File: config.mk
export PLATFORM = sky130hd
export DESIGN_NAME = wiring_line_encoder_flat
export DESIGN_NICKNAME = d
export VERILOG_FILES = /design/src/rtl/wiring_line_encoder_if.sv /design/src/rtl/wiring_line_encoder.sv /design/src/flat_wrapper.sv
export SDC_FILE = /design/constraint.sdc
export NUM_CORES = 1
export LEC_CHECK = 0
export BUFFER_PORTS_ARGS = -buffer_cell sky130_fd_sc_hd__buf_4
export CAP_MARGIN = 5
export CORE_ASPECT_RATIO = 1.2
export CORE_MARGIN = 1
export CORE_UTILIZATION = 45
export CTS_CLUSTER_DIAMETER = 50
export DETAILED_ROUTE_END_ITERATION = 8
export PLACE_DENSITY_LB_ADDON = 0.3
export REMOVE_ABC_BUFFERS = 1
export SETUP_SLACK_MARGIN = 0.15
export SYNTH_ARGS = -nofsm -noshare
export SYNTH_HDL_FRONTEND = slang
export SYNTH_SLANG_ARGS = --single-unit
File: constraint.sdc
create_clock -name clk -period 3.4 [get_ports clk]
set_input_delay 0.17 -clock clk [delete_from_list [all_inputs] [get_ports clk]]
set_output_delay 0.17 -clock clk [all_outputs]
set_load 0.005 [all_outputs]
File: src/rtl/wiring_line_encoder_if.sv
// Byte-stream handshake bundle between a wiring-word producer, the line encoder
// and the downstream byte consumer.
interface wiring_line_encoder_if #(
    parameter int unsigned MAX_WIRING_WIDTH = 10,
    parameter int unsigned COUNT_WIDTH      = 16
);
    logic                        in_valid;
    logic                        in_ready;
    logic [MAX_WIRING_WIDTH-1:0] in_wiring;
    logic                        in_last;
    logic                        out_valid;
    logic                        out_ready;
    logic [7:0]                  out_byte;
    logic                        busy;
    logic [COUNT_WIDTH-1:0]      byte_count;

    modport master (
        output in_valid, in_wiring, in_last, out_ready,
        input  in_ready, out_valid, out_byte, busy, byte_count
    );

    modport slave (
        input  in_valid, in_wiring, in_last, out_ready,
        output in_ready, out_valid, out_byte, busy, byte_count
    );
endinterface

File: src/rtl/wiring_line_encoder.sv
// Serializes one button-wiring bitmask per accepted word into ASCII text such as
// "(1,3) " or "(0,2)\n", one byte per output handshake.
module wiring_line_encoder #(
    parameter int unsigned MAX_WIRING_WIDTH = 10,
    parameter int unsigned COUNT_WIDTH      = 16
) (
    input logic            clk,
    input logic            reset,
    wiring_line_encoder_if.slave bus
);

    typedef enum logic [2:0] {
        StIdle,
        StOpen,
        StDigit,
        StComma,
        StClose,
        StSep
    } state_e;

    state_e                      r_state;
    logic [MAX_WIRING_WIDTH-1:0] r_mask;
    logic                        r_last;
    logic                        r_in_ready;
    logic                        r_busy;
    logic                        r_out_valid;
    logic [7:0]                  r_out_byte;
    logic [COUNT_WIDTH-1:0]      r_byte_count;

    logic [3:0]                  w_low_idx;
    logic [7:0]                  w_digit;
    logic [MAX_WIRING_WIDTH-1:0] w_mask_cleared;
    logic                        w_out_hs;

    // Lowest set bit wins, so digits come out in ascending order.
    always_comb begin
        w_low_idx = 4'd0;
        for (int i = int'(MAX_WIRING_WIDTH) - 1; i >= 0; i--) begin
            if (r_mask[i]) begin
                w_low_idx = 4'(i);
            end
        end
    end

    assign w_digit        = 8'h30 + {4'h0, w_low_idx};
    assign w_mask_cleared = r_mask & (r_mask - MAX_WIRING_WIDTH'(1));
    assign w_out_hs       = r_out_valid && bus.out_ready;

    always_ff @(posedge clk or posedge reset) begin
        if (reset) begin
            r_state      <= StIdle;
            r_mask       <= '0;
            r_last       <= 1'b0;
            r_in_ready   <= 1'b1;
            r_busy       <= 1'b0;
            r_out_valid  <= 1'b0;
            r_out_byte   <= 8'h00;
            r_byte_count <= '0;
        end else begin
            if (w_out_hs) begin
                r_byte_count <= r_byte_count + COUNT_WIDTH'(1);
            end
            unique case (r_state)
                StIdle: begin
                    if (bus.in_valid) begin
                        r_mask      <= bus.in_wiring;
                        r_last      <= bus.in_last;
                        r_state     <= StOpen;
                        r_in_ready  <= 1'b0;
                        r_busy      <= 1'b1;
                        r_out_valid <= 1'b1;
                        r_out_byte  <= 8'h28;
                    end
                end
                StOpen: begin
                    if (bus.out_ready) begin
                        if (r_mask != '0) begin
                            r_state    <= StDigit;
                            r_out_byte <= w_digit;
                        end else begin
                            r_state    <= StClose;
                            r_out_byte <= 8'h29;
                        end
                    end
                end
                StDigit: begin
                    if (bus.out_ready) begin
                        r_mask <= w_mask_cleared;
                        if (w_mask_cleared != '0) begin
                            r_state    <= StComma;
                            r_out_byte <= 8'h2C;
                        end else begin
                            r_state    <= StClose;
                            r_out_byte <= 8'h29;
                        end
                    end
                end
                StComma: begin
                    // Mask was already trimmed when the previous digit left.
                    if (bus.out_ready) begin
                        r_state    <= StDigit;
                        r_out_byte <= w_digit;
                    end
                end
                StClose: begin
                    if (bus.out_ready) begin
                        r_state    <= StSep;
                        r_out_byte <= r_last ? 8'h0A : 8'h20;
                    end
                end
                StSep: begin
                    if (bus.out_ready) begin
                        r_state     <= StIdle;
                        r_in_ready  <= 1'b1;
                        r_busy      <= 1'b0;
                        r_out_valid <= 1'b0;
                        r_out_byte  <= 8'h00;
                    end
                end
                default: begin
                    r_state     <= StIdle;
                    r_in_ready  <= 1'b1;
                    r_busy      <= 1'b0;
                    r_out_valid <= 1'b0;
                end
            endcase
        end
    end

    assign bus.in_ready   = r_in_ready;
    assign bus.busy       = r_busy;
    assign bus.out_valid  = r_out_valid;
    assign bus.out_byte   = r_out_byte;
    assign bus.byte_count = r_byte_count;

endmodule

File: src/flat_wrapper.sv
// flat-port wrapper written by rule: the top's interface ports become plain ports
module wiring_line_encoder_flat 
#(
    parameter int unsigned MAX_WIRING_WIDTH = 10,
    parameter int unsigned COUNT_WIDTH      = 16
)
  (clk, reset, bus_in_valid, bus_in_wiring, bus_in_last, bus_out_ready, bus_in_ready, bus_out_valid, bus_out_byte, bus_busy, bus_byte_count);
  wiring_line_encoder_if #(.MAX_WIRING_WIDTH(MAX_WIRING_WIDTH), .COUNT_WIDTH(COUNT_WIDTH)) bus_i ();
  input logic clk;
  input logic reset;
  input wire logic [$bits(bus_i.in_valid)-1:0] bus_in_valid;
  input wire logic [$bits(bus_i.in_wiring)-1:0] bus_in_wiring;
  input wire logic [$bits(bus_i.in_last)-1:0] bus_in_last;
  input wire logic [$bits(bus_i.out_ready)-1:0] bus_out_ready;
  output wire logic [$bits(bus_i.in_ready)-1:0] bus_in_ready;
  output wire logic [$bits(bus_i.out_valid)-1:0] bus_out_valid;
  output wire logic [$bits(bus_i.out_byte)-1:0] bus_out_byte;
  output wire logic [$bits(bus_i.busy)-1:0] bus_busy;
  output wire logic [$bits(bus_i.byte_count)-1:0] bus_byte_count;
  assign bus_i.in_valid = bus_in_valid;
  assign bus_i.in_wiring = bus_in_wiring;
  assign bus_i.in_last = bus_in_last;
  assign bus_i.out_ready = bus_out_ready;
  assign bus_in_ready = bus_i.in_ready;
  assign bus_out_valid = bus_i.out_valid;
  assign bus_out_byte = bus_i.out_byte;
  assign bus_busy = bus_i.busy;
  assign bus_byte_count = bus_i.byte_count;
  wiring_line_encoder #(.MAX_WIRING_WIDTH(MAX_WIRING_WIDTH), .COUNT_WIDTH(COUNT_WIDTH)) u_core (.clk(clk), .reset(reset), .bus(bus_i));
endmodule
==> run metrics <==
CTS Buf Count=5; XOR/XNOR Fraction of Synth Area=0.0650; #FFs+latches synth=38; Worst Path Required=around 3.6 ns; routed length per instance=14.0 um; Total GRT Usage=0.199; Chip Width=63.2 um; status=finished with violations; mux contribution to synthesized area=0.0111; Worst slew margin=0.621; CP max-delay cell=or4_4; Simple-Gate Fraction of Synth Area=0.199; CTS sink cnt=38; Least-Margin Pin Slew=approximately 0.57 ns; CTS tree=yes; Final period util=0.624; largest family of logic cells by synthesized area=simple AND/OR/NAND/NOR gates; Crit Path Category=flop to flop; Worst Path Buf+Inv=0; clk_skew=0.00632 ns; worst setup margin=between 1 and 1.5 ns; fraction of layout cells with a size suffix above 1=0.233; fmax=around 0.47 GHz; R2R depth=5; final hold violations=15; Crit path max-delay family=simple AND/OR/NAND/NOR gates; Placeable Area=4290 um2; CP Launch Type=flop; CTS clk-pin slew, worst paths=roughly 0.08 ns; vias in the first global route=approximately 1600; Leak=around 1.2 nW; max_cap viols=0; I/O pin cnt=42; FP Rows=26; Worst path depth=5; Top Metal Used=met4; Post-synth ARST share=1.00; Met2 Wirelength=2150 um; Routability Congestion=0.885; nets=264; # setup viols final=0; Met1 Routed Length=1850 um; fillers=417; DRC viols=0; root buf cell=clkbuf_8; setup tns final=0 ns; largest fanout on the critical path=8; Final Max Slew Viols=0; GR Overflow Total=0; CP Capture Type=flop; vias=~1700; Seq/Total Area, Yosys=0.471; critical path's largest stage delay=about 0.57 ns; first-pass GRT wire length=between 7000 and 8000 um; Top FF cell, synth=dfrtp_1; diodes inserted=0; total power=between 0.002 and 0.0025 W; 1st-pass router iterations=5; fin crit period=about 2.1 ns; post-synthesis compound-gate area fraction=0.184; WHS=-0.0184 ns; Routed WL=~4300 um; Port Buf Inserts=39; Synth-to-Final Area Change=21.7%; RSZ-0062 raised after global routing=no; dpl cell area=approximately 2300 um2; HPWL Detailed=3140 um; worst path cell trace=or4_4 > or2_4 > a2111oi_4 > or4_1 > nand3_1; post_cts resized=0; Vias/cell=around 5.5; EDFF count, synth=0; pre-CTS setup slack=1.31 ns; clock latency on the worst-skew pair=about 0.29 ns; Ys Warns=0; VDD IR-drop max=0.499 mV; largest net degree at the start of global routing=39; initial antenna violation count=0; Cell Pwr Density=around 870 nW/um2; die area=between 4000 and 5000 um2; Mapped Cells=approximately 210; adder-cell area share of the yosys netlist=0.00619; Hold Path Class=input pin to asynchronous set/reset pin; Die Y=approximately 75 um; CTS Hold Bufs=0; Initial Util=0.471; post-synth cell types=50; Post-CTS Setup Bufs=0; cell area after synthesis=between 2000 and 2500 um2; clock buffer depth=2; post-route cell area=about 2500 um2; failing checks=hold timing; Critical Path AT=~2.3 ns; Syn Area/Cell=around 9.5 um2; Iter 0 DRT Violations=110; Routed Antenna Nets=0; H-tree lvl count=2; metal3 WL=182 um
==> synthesized netlist by cell type (2+ instances only) <==
| cell | instances | area, um2 |
|---|---|---|
| and3_1 | 7 | 43.8 |
| inv_1 | 11 | 41.3 |
| nor2_1 | 17 | 63.8 |
| nand3_1 | 11 | 55.1 |
| nand4_1 | 2 | 12.5 |
| nor3_1 | 8 | 40.0 |
| clkbuf_1 | 6 | 22.5 |
| buf_4 | 5 | 37.5 |
| or4_1 | 2 | 15.0 |
| nor2b_1 | 4 | 25.0 |
| mux2_2 | 2 | 22.5 |
| nand2_1 | 17 | 63.8 |
| xor2_1 | 6 | 52.6 |
| nand2b_1 | 2 | 12.5 |
| o21ai_0 | 14 | 70.1 |
| xnor2_1 | 9 | 78.8 |
| a22o_1 | 9 | 78.8 |
| a21oi_1 | 12 | 60.1 |
| dfrtp_1 | 37 | 926 |
==> per-stage QoR <==
step	hold slack [ns]	std cells	util
3_5_place_dp	0.325	297	0.540
6_report	-0.0184	305	0.573
4_1_cts	0.00447	305	0.573
3_3_place_gp	0.317	297	0.540
5_1_grt	0.0442	305	0.573
2_1_floorplan	0.285	200	-
==> sequential cells by signal (all words and copies together) (netlist names) <==
name                   flops
u_core.bus.in_ready        1
u_core.bus.out_byte        6
u_core.r_mask             10
u_core.r_last              1
u_core.bus.byte_count     16
u_core.r_state             3
u_core.bus.busy            1
==> layer usage <==
metal / global-route usage / vias to the layer above
met5: 0 / -
met4: 0.0859 / 0
met3: 0.0359 / 9
met2: 0.354 / 46
met1: 0.240 / 799
li1: - / 818
==> path summary, 6_finish.rpt <==
check,from,to,slack (ns)
setup reg to reg,u_core.r_mask[0],u_core.bus.out_byte[2],1.28
max in group asynchronous,reset,u_core.bus.in_ready,3.05
hold reg to reg,u_core.bus.byte_count[15],u_core.bus.byte_count[15],0.47
hold / removal,reset,u_core.bus.byte_count[12],-0.02
min in group clk,bus_in_wiring[4],u_core.r_mask[4],0.09
setup / recovery,u_core.r_mask[0],u_core.bus.out_byte[2],1.28
==> final cells by class <==
class | instances | area, um2 | share of cell area
sequential | 38 | 952 | 0.387
inverter | 11 | 41.3 | 0.0168
timing repair buffer | 41 | 308 | 0.125
tap | 56 | 70.1 | 0.0285
clock buffer | 6 | 82.6 | 0.0336
multi-input combinational | 151 | 947 | 0.385
clock inverter | 2 | 60.1 | 0.0244
==> report_power, final <==
| part | switching (W) | internal [W] | leakage, nW | total, W |
|---|---|---|---|---|
| logic | 0.000406 | 0.000412 | 0.624 | 0.000818 |
| registers | 0.000240 | 0.000604 | 0.480 | 0.000843 |
| clock network | 0.000162 | 0.000313 | 0.0714 | 0.000475 |
==> cell families (layout without fill, tap and decap cells) <==
family | Yosys count | in the layout
buf+inv | 24 | 60
compound gates | 52 | 52
flops | 38 | 38
other cells | 1 | 2
xor+xnor | 15 | 15
simple gates | 79 | 79
mux | 2 | 2
fa+ha+maj | 1 | 1
==> placed cells by master (no fill, tap or decap), drive strengths merged, types with 3 or more instances in the layout <==
master	synthesis	routed
nor2b	4	4
buf	6	41
nor3	8	8
a21oi	12	12
nor2	17	17
clkbuf	7	6
nand2	17	17
a22o	9	9
nand3	11	11
xor2	6	6
or4	3	3
inv	11	11
xnor2	9	9
and3	7	7
o21ai	15	15
dfrtp	37	37
==> worst min-delay path: cells and delay by family <==
family | cells | cell delay, ns
buf+inv | 3 | 0.55
(Power assumes the default switching activity.)
